[config.mk]
export PLATFORM = sky130hd
export DESIGN_NAME = delay_pipe
export DESIGN_NICKNAME = d
export VERILOG_FILES = /design/src/rtl/delay_pipe.sv
export SDC_FILE = /design/constraint.sdc
export NUM_CORES = 1
export LEC_CHECK = 0
export BUFFER_PORTS_ARGS = -buffer_cell sky130_fd_sc_hd__buf_2
export CORE_MARGIN = 2
export CORE_UTILIZATION = 53
export DETAILED_ROUTE_END_ITERATION = 7
export GPL_ROUTABILITY_DRIVEN = 0
export PLACE_DENSITY = 0.73
export SETUP_SLACK_MARGIN = 0.1
export SYNTH_ARGS = -nofsm -noshare
export SYNTH_HDL_FRONTEND = slang
export SYNTH_SLANG_ARGS = --single-unit
[constraint.sdc]
create_clock -name clk -period 3 [get_ports clk]
set_input_delay 0.15 -clock clk [delete_from_list [all_inputs] [get_ports clk]]
set_output_delay 0.15 -clock clk [all_outputs]
set_load 0.03 [all_outputs]
[src/rtl/delay_pipe.sv]
// delay_pipe: shift-register delay line with a runtime-selectable output tap.
// Define DELAY_PIPE_FILL_CNT_EN to add the fill_cnt and primed ports.
module delay_pipe #(
  parameter int WIDTH = 1,
  parameter int DEPTH = 32,
  parameter int TAPW  = 6
) (
  input  logic             clk,
  input  logic             reset,
  input  logic             in_valid,
  input  logic [WIDTH-1:0] in_data,
  input  logic             flush,
  input  logic [TAPW-1:0]  tap_sel,
  output logic [WIDTH-1:0] out_data,
`ifdef DELAY_PIPE_FILL_CNT_EN
  output logic [TAPW-1:0]  fill_cnt,
  output logic             primed,
`endif
  output logic             out_valid
);
  localparam int IW = $clog2(DEPTH);
  logic [DEPTH-1:0][WIDTH-1:0] data_q, data_d;
  logic [DEPTH-1:0]            valid_q, valid_d;
  logic [TAPW-1:0]             eff;
  logic [IW-1:0]               idx;
  always_comb begin
    eff     = (tap_sel == '0) ? TAPW'(1) : (tap_sel > TAPW'(DEPTH)) ? TAPW'(DEPTH) : tap_sel;
    idx     = IW'(eff - TAPW'(1));
    data_d  = flush ? '0 : in_valid ? {data_q[DEPTH-2:0], in_data} : data_q;
    valid_d = flush ? '0 : in_valid ? {valid_q[DEPTH-2:0], 1'b1} : valid_q;
  end
  always_ff @(posedge clk or negedge reset)
    if (!reset) begin
      data_q  <= '0;
      valid_q <= '0;
    end else begin
      data_q  <= data_d;
      valid_q <= valid_d;
    end
  assign out_data  = data_q[idx];
  assign out_valid = valid_q[idx];
`ifdef DELAY_PIPE_FILL_CNT_EN
  logic [TAPW-1:0] fill_q, fill_d;
  // Saturates at DEPTH: beyond that every tap is already primed.
  always_comb
    fill_d = flush ? '0 : (in_valid && fill_q != TAPW'(DEPTH)) ? fill_q + TAPW'(1) : fill_q;
  always_ff @(posedge clk or negedge reset)
    if (!reset) fill_q <= '0;
    else        fill_q <= fill_d;
  assign fill_cnt = fill_q;
  assign primed   = fill_q >= eff;
`endif
endmodule

==> qor.yml, run 1 <==
run_status: "finished, violations left"
violations_in_the_final_reports: "negative setup slack"
areaGrowthSynthToFinish_pct: 19.46
clkSinkCount: 64
synth.lib_cells_used.distinct: 55
wirelength_um: 9467
number_of_cells_on_the_worst_reg_to_reg_path: 2
register_area_mm2: 0.001602
syn-cell-area_mm2: 0.003677
drcViolationCount: 0
synth_flop_cell: "sky130_fd_sc_hd__dfrtp_1"
core_mm2: 0.006756
power_leakage_uw: 0.002041
crit_end: "out_data"
layout_commonest_cell: "sky130_fd_sc_hd__nor2_1"
final.setup_skew_ps: 11.84
period_needed_ps: 3083
dp.final_hpwl_um: 6052
path_class: "primary input to output pin"
relSlewSlack: 0.2416
die-area_mm2: 0.007620
area_of_the_multi_input_gates_mm2: 0.002043
finalNonFillerCells: 507
edff_count_synth: 0
grt_antenna_before_repair: 0
clock.fmax_ghz: 0.3243
layout-drive-gt1-share: 0.2295
grt_setup_unrepaired: "yes"
arrival_ps: 2930
fin_ws_ps: -83.38
final-max-slew-violation-count: 0
floorplan.die.width_um: 87.30
cts.clk_slew.worst_paths_ps: 70
drt_first_pass_iters: 4
rr_endpoint: "valid_q[17]"
numCtsBuffers: 9
path_max_fanout: 8
largest_net_degree_at_the_start_of_global_routing: 65
synthesis.instances: 387
detail-route-antenna-nets: 0
initial_utilization: 0.5443
start_kind: "primary input"
min-delay-path-class: "primary input to register"
cellPowerDensity_mw_per_mm2: 459.7
num_io_pins: 13
drt_iter0_drc: 332
numPortBuffers: 12
clock_latency_ps: 350
grt_use_total: 0.2713
num_vias: 3113
htree_levels: 3
seq_area_frac_synth: 0.4355
final_min_period_over_clock_period: 1.028
hold_ws_ps: 63.50
placementRows: 30
post-place-cells: 484
die_height_um: 87.30
cts_tree: "done"
postSynthAreaPerCell_um2: 9.502
worst-r2r-setup-slack_ps: 2160
worstSetupStartpoint: "tap_sel[2]"
fillerInstances: 557
mostFrequentLayoutCells: "77 x sky130_fd_sc_hd__nor2_1, 66 x sky130_fd_sc_hd__mux2i_1, 64 x sky130_fd_sc_hd__dfrtp_1"
wp_data_required_ps: 2850
critical_path.reg2reg.startpoint: "valid_q[16]"
diodes: 0
max-cap-violations: 0
drt-vias-per-instance: 6.140
clock-root-buffer: "sky130_fd_sc_hd__clkbuf_8"
post_drt_wl_per_cell_um: 18.67
grt_overflow_total: 0
async_flop_share: 1.000
tightest_slew_ps: 1138
ctsLongestPathBuffers: 2
num-nets-final: 434
critical_path.endpoint_type: "output pin"
first_pass_grt_wire_length_um: 15700
synth.ff_latch_count: 64
via_count_of_the_first_global_routing_pass: 2999
hold_viol_final: 0
setup_viol: 1
yosysWarnings: 0
max-vdd-ir-drop_mv: 0.3032
postSynthNetCount: 399
per-layer routing:
layer  global-route usage  wire length, um  vias to the layer above
met1               0.3802             4369                     1492
met5                    0                0                        -
met4               0.1329              269                        0
li1                     -                -                     1478
met3              0.06730              564                       25
met2               0.3912             4263                      118
metrics by stage:
step                TNS, ps  setup slack [ps]  total power [uW]  cell area, um2  utilization
detailed placement   -108.5            -108.5              1241            4014       0.5941
floorplan            -67.24            -45.07              1111            3732            -
CTS                  -28.15            -28.15              2021            4323       0.6398
finish               -83.38            -83.38              2020            4393       0.6502
global placement     -43.62            -43.62              1235            4014       0.5941
global route         -266.5            -177.9              2111            4393       0.6502
worst min-delay path by stage:
stage	to	slack, ps	cells past startpoint	from
finish	data_q[0]	60	3	in_data
global route	data_q[0]	50	3	in_data
CTS	data_q[0]	50	3	in_data
detailed placement	valid_q[11]	140	1	reset
global placement	valid_q[11]	130	1	reset
floorplan	data_q[0]	-150	0	reset
worst max-delay path, cell delays in order:
cell and delay (ps):
sky130_fd_sc_hd__buf_6 90, sky130_fd_sc_hd__or4_4 550, sky130_fd_sc_hd__a21oi_4 180, sky130_fd_sc_hd__inv_2 70, sky130_fd_sc_hd__ha_4 280, sky130_fd_sc_hd__or3b_4 430, sky130_fd_sc_hd__o221ai_2 160, sky130_fd_sc_hd__nor2_2 60
sky130_fd_sc_hd__a211oi_2 190, sky130_fd_sc_hd__a21oi_1 70, sky130_fd_sc_hd__or4_4 540, sky130_fd_sc_hd__buf_6 150
power by group:
part,internal [uW],switching (uW)
combinational,172,230
clock,405,342
sequential,866,3.80
total,1440,576
repair_timing:
action / in CTS / in global routing
hold buffers: 1 / 0
endpoints found under the setup margin: 2 / 2
hold endpoints to repair: 20 / 0
buffers inserted: 4 / 2
resized for setup: 17 / 14
pin swaps: 6 / 15
Yosys cell counts (2+ instances only):
library cell / n / share of area
sky130_fd_sc_hd__mux2i_1: 67 / 0.18
sky130_fd_sc_hd__a2111oi_0: 2 / 0.0048
sky130_fd_sc_hd__nand2_1: 8 / 0.0082
sky130_fd_sc_hd__a211oi_1: 3 / 0.0061
sky130_fd_sc_hd__o21a_1: 2 / 0.0041
sky130_fd_sc_hd__or3_1: 3 / 0.0051
sky130_fd_sc_hd__o32a_1: 2 / 0.0054
sky130_fd_sc_hd__nor2_1: 79 / 0.081
sky130_fd_sc_hd__clkbuf_1: 23 / 0.023
sky130_fd_sc_hd__o21bai_1: 3 / 0.0061
sky130_fd_sc_hd__a311oi_1: 2 / 0.0048
sky130_fd_sc_hd__buf_2: 2 / 0.0027
sky130_fd_sc_hd__dfrtp_1: 64 / 0.44
sky130_fd_sc_hd__nor3_1: 23 / 0.031
sky130_fd_sc_hd__inv_1: 8 / 0.0082
sky130_fd_sc_hd__buf_1: 3 / 0.0031
sky130_fd_sc_hd__a31oi_1: 3 / 0.0051
sky130_fd_sc_hd__o31a_1: 2 / 0.0048
sky130_fd_sc_hd__o221ai_1: 4 / 0.0095
sky130_fd_sc_hd__nand3b_1: 2 / 0.0041
sky130_fd_sc_hd__nor2b_1: 3 / 0.0051
sky130_fd_sc_hd__nand2b_1: 3 / 0.0051
sky130_fd_sc_hd__o21ai_0: 11 / 0.015
sky130_fd_sc_hd__nor4_1: 10 / 0.017
sky130_fd_sc_hd__a21o_1: 2 / 0.0041
sky130_fd_sc_hd__a21oi_1: 12 / 0.016
sky130_fd_sc_hd__nand4_1: 2 / 0.0034
sky130_fd_sc_hd__or3b_2: 3 / 0.0071
sky130_fd_sc_hd__o211ai_1: 3 / 0.0061
sky130_fd_sc_hd__o2111ai_1: 5 / 0.012
sky130_fd_sc_hd__nor3b_1: 3 / 0.0061
sky130_fd_sc_hd__or4_1: 2 / 0.0041
cell families after synthesis:
logic type	count (synthesis)	synth area share
AND/OR/NAND/NOR	149	0.1963
multiplexers	68	0.1895
AO/OA/AOI/OAI	65	0.1290
flip-flops	64	0.4355
buffers and inverters	38	0.04151
XOR/XNOR	2	0.004764
adder cells (fa/ha/maj)	1	0.003402
registers in the layout, indices dropped and copies added (netlist names):
name     cells
data_q      32
valid_q     32
final cells by class:
type,count,share of cell area
inverter,9,0.007690
tap,80,0.02279
multi-input combinational,285,0.4651
clock buffer,11,0.03218
timing repair buffer,53,0.09484
sequential,64,0.3646
clock inverter,5,0.01282
(Power assumes the default switching activity.)
==> run 2: changes to the inputs <==
Settings changed: PLACE_DENSITY 0.73 to 0.7.
Clock period 3 ns to 3.4 ns, I/O delays scaled along.
==> run 2 against run 1 <==
Compared with the run above: the run now ends clean; cell area shrank 5.4%; wire length decreased by 5.8%; highest routed layer unchanged; critical path depth increased by 2; sequential share of layout area up 2.1 points; count of clock-buffer cells in the layout rose by 1; die area is the same; cell count down 3.9%; global-route usage decreased by 2.3 points; worst setup slack improved by 290 ps; critical endpoint unchanged; first-iteration DRC count fell by 35%.
==> qor.yml, run 2 (synthesis results as in run 1) <==
grt_use_total: 0.2488  # was 0.2713
clkSinkCount: 64  # unchanged
diodes: 0  # unchanged
arrival_ps: 3020  # was 2930 ps
fin_ws_ps: 207.6  # was -83.38 ps
cts.clk_slew.worst_paths_ps: 70  # about the same
routedLengthMet1_um: 4065  # was 4369 um
ctsLongestPathBuffers: 2  # unchanged
floorplan.die.width_um: 87.30  # unchanged
chain_of_cells_forming_the_critical_path: "buf_2 -> or4_4 -> a21oi_4 -> inv_1 -> ha_4 -> buf_4 -> mux2i_1 -> a211oi_1 -> a21oi_1 -> a2111oi_2 -> o221ai_1 -> o211ai_1 -> or4_1 -> clkbuf_4"  # was buf_6 -> or4_4 -> a21oi_4 -> inv_2 -> ha_4 -> or3b_4 -> o221ai_2 -> nor2_2 -> a211oi_2 -> a21oi_1 -> or4_4 -> buf_6
largest_registers: "data_q (32), valid_q (32)"  # unchanged
die-area_mm2: 0.007620  # unchanged
path_max_fanout: 6  # was 8
dp.final_hpwl_um: 5858  # was 6052 um
setup-tns-final_ps: 0  # was -83.38 ps
hold_viol_final: 0  # unchanged
holdCritStartpoint: "in_data"  # unchanged
drt_iter0_drc: 216  # was 332
largest_net_degree_at_the_start_of_global_routing: 65  # unchanged
period_needed_ps: 3192
timing.hold.worst_endpoint: "data_q[0]"  # unchanged
cts_tree: "done"  # unchanged
clock_latency_ps: 340  # was 350 ps
met3_routed_wl_um: 519  # was 564 um
min-delay-path-class: "primary input to register"  # unchanged
worst_path_largest_cell_delay_ps: 550  # about the same
path_class: "primary input to output pin"  # unchanged
rr_endpoint: "valid_q[16]"  # was valid_q[17]
relSlewSlack: 0.2559  # was 0.2416
layout_commonest_cell: "sky130_fd_sc_hd__nor2_1"  # unchanged
fillerInstances: 565  # was 557
num_io_pins: 13  # unchanged
die_height_um: 87.30  # unchanged
detail-route-antenna-nets: 0  # unchanged
max-vdd-ir-drop_mv: 0.3059  # was 0.3032 mV
wp_data_required_ps: 3230  # was 2850 ps
cp_slowest_cell: "sky130_fd_sc_hd__or4_4"  # unchanged
num-nets-final: 414  # was 434
num_vias: 3040  # was 3113
htree_levels: 3  # unchanged
worstSetupStartpoint: "tap_sel[1]"  # was tap_sel[2]
wirelength_um: 8920  # was 9467 um
number_of_cells_on_the_worst_reg_to_reg_path: 2  # unchanged
clock-root-buffer: "sky130_fd_sc_hd__clkbuf_8"  # unchanged
drt_first_pass_iters: 5  # was 4
post_drt_wl_per_cell_um: 18.32  # was 18.67 um
power_leakage_uw: 0.001935  # was 0.002041 uW
final.setup_skew_ps: 8.388  # was 11.84 ps
postCtsSetupBuffers: 0  # was 4
start_kind: "primary input"  # unchanged
grt_setup_unrepaired: "no"  # was yes
numCtsBuffers: 9  # unchanged
layout-drive-gt1-share: 0.1523  # was 0.2295
critical_path.endpoint_type: "output pin"  # unchanged
cellPowerDensity_mw_per_mm2: 437.4  # was 459.7 mW/mm2
areaGrowthSynthToFinish_pct: 13.00  # was 19.46%
final_power_uw: 1818  # was 2020 uW
holdPathStages: 3  # unchanged
final_min_period_over_clock_period: 0.9390
top_layer_used: "met4"  # unchanged
worst-r2r-setup-slack_ps: 2580  # was 2160 ps
pre_cts_slack_ps: 107.6  # was -108.5 ps
setup_viol: 0  # was 1
clock.fmax_ghz: 0.3132
max-cap-violations: 0  # unchanged
drcViolationCount: 0  # unchanged
core_mm2: 0.006756  # unchanged
tightest_slew_ps: 1116  # was 1138 ps
initial_utilization: 0.5443  # unchanged
wl_met2_um: 4202  # was 4263 um
mostFrequentLayoutCells: "78 x sky130_fd_sc_hd__nor2_1, 67 x sky130_fd_sc_hd__mux2i_1, 64 x sky130_fd_sc_hd__dfrtp_1"  # was 77 x sky130_fd_sc_hd__nor2_1, 66 x sky130_fd_sc_hd__mux2i_1, 64 x sky130_fd_sc_hd__dfrtp_1
critical_path.reg2reg.startpoint: "valid_q[15]"  # was valid_q[16]
grt_overflow_total: 0  # unchanged
placementRows: 30  # unchanged
run_status: "complete, no violations"  # was finished, violations left
via_count_of_the_first_global_routing_pass: 2908  # was 2999
drt-vias-per-instance: 6.242  # was 6.140
first_pass_grt_wire_length_um: 14610  # was 15700 um
grt_antenna_before_repair: 0  # unchanged
final-max-slew-violation-count: 0  # unchanged
numPortBuffers: 12  # unchanged
## run 2: worst max path at each step
stage | to | cells past startpoint
finish | out_data | 14
floorplan | out_data | 12
CTS | out_data | 12
detailed placement | out_data | 12
global placement | out_data | 12
global route | out_data | 14
## run 2: worst max-delay path: cells and delay by family
kind                       cells  cell delay, ps
AOI/OAI and AO/OA              6             700
adders and majority gates      1             300
buffers and inverters          4             570
muxes                          1             200
and+or+nand+nor                2            1080
## run 2: report_power, final
part | switching (uW) | total, uW | internal (uW)
registers | 3.27 | 768 | 764
clock network | 299 | 753 | 455
logic | 182 | 297 | 115
## run 2: routing by layer
layer	vias up	track usage
met5	-	0
met4	0	0.08112
met3	14	0.05118
met2	101	0.3850
met1	1483	0.3500
li1	1442	-
## run 2: cell type report
| class | instances | area, um2 | share of cell area |
|---|---|---|---|
| clock inverter | 4 | 76.32 | 0.01837 |
| sequential | 64 | 1602 | 0.3854 |
| multi-input combinational | 285 | 1959 | 0.4715 |
| clock buffer | 12 | 155.1 | 0.03734 |
| timing repair buffer | 33 | 229.0 | 0.05510 |
| inverter | 9 | 33.78 | 0.008130 |
| tap | 80 | 100.1 | 0.02409 |
## run 2: repair_timing
item	CTS	global route
hold endpoints to repair	35	0
hold buffers	1	0
gates resized for setup	0	11
endpoints found under the setup margin	0	2
## run 2: metrics by stage
step           area, um2  utilization  instances  hold WS (ps)
2_1_floorplan       3681            -        387        -125.6
3_3_place_gp        3877       0.5739        470         303.8
3_5_place_dp        3877       0.5739        470         313.6
4_1_cts             4119       0.6096        487         88.28
5_1_grt             4155       0.6150        487         106.8
6_report            4155       0.6150        487         94.83
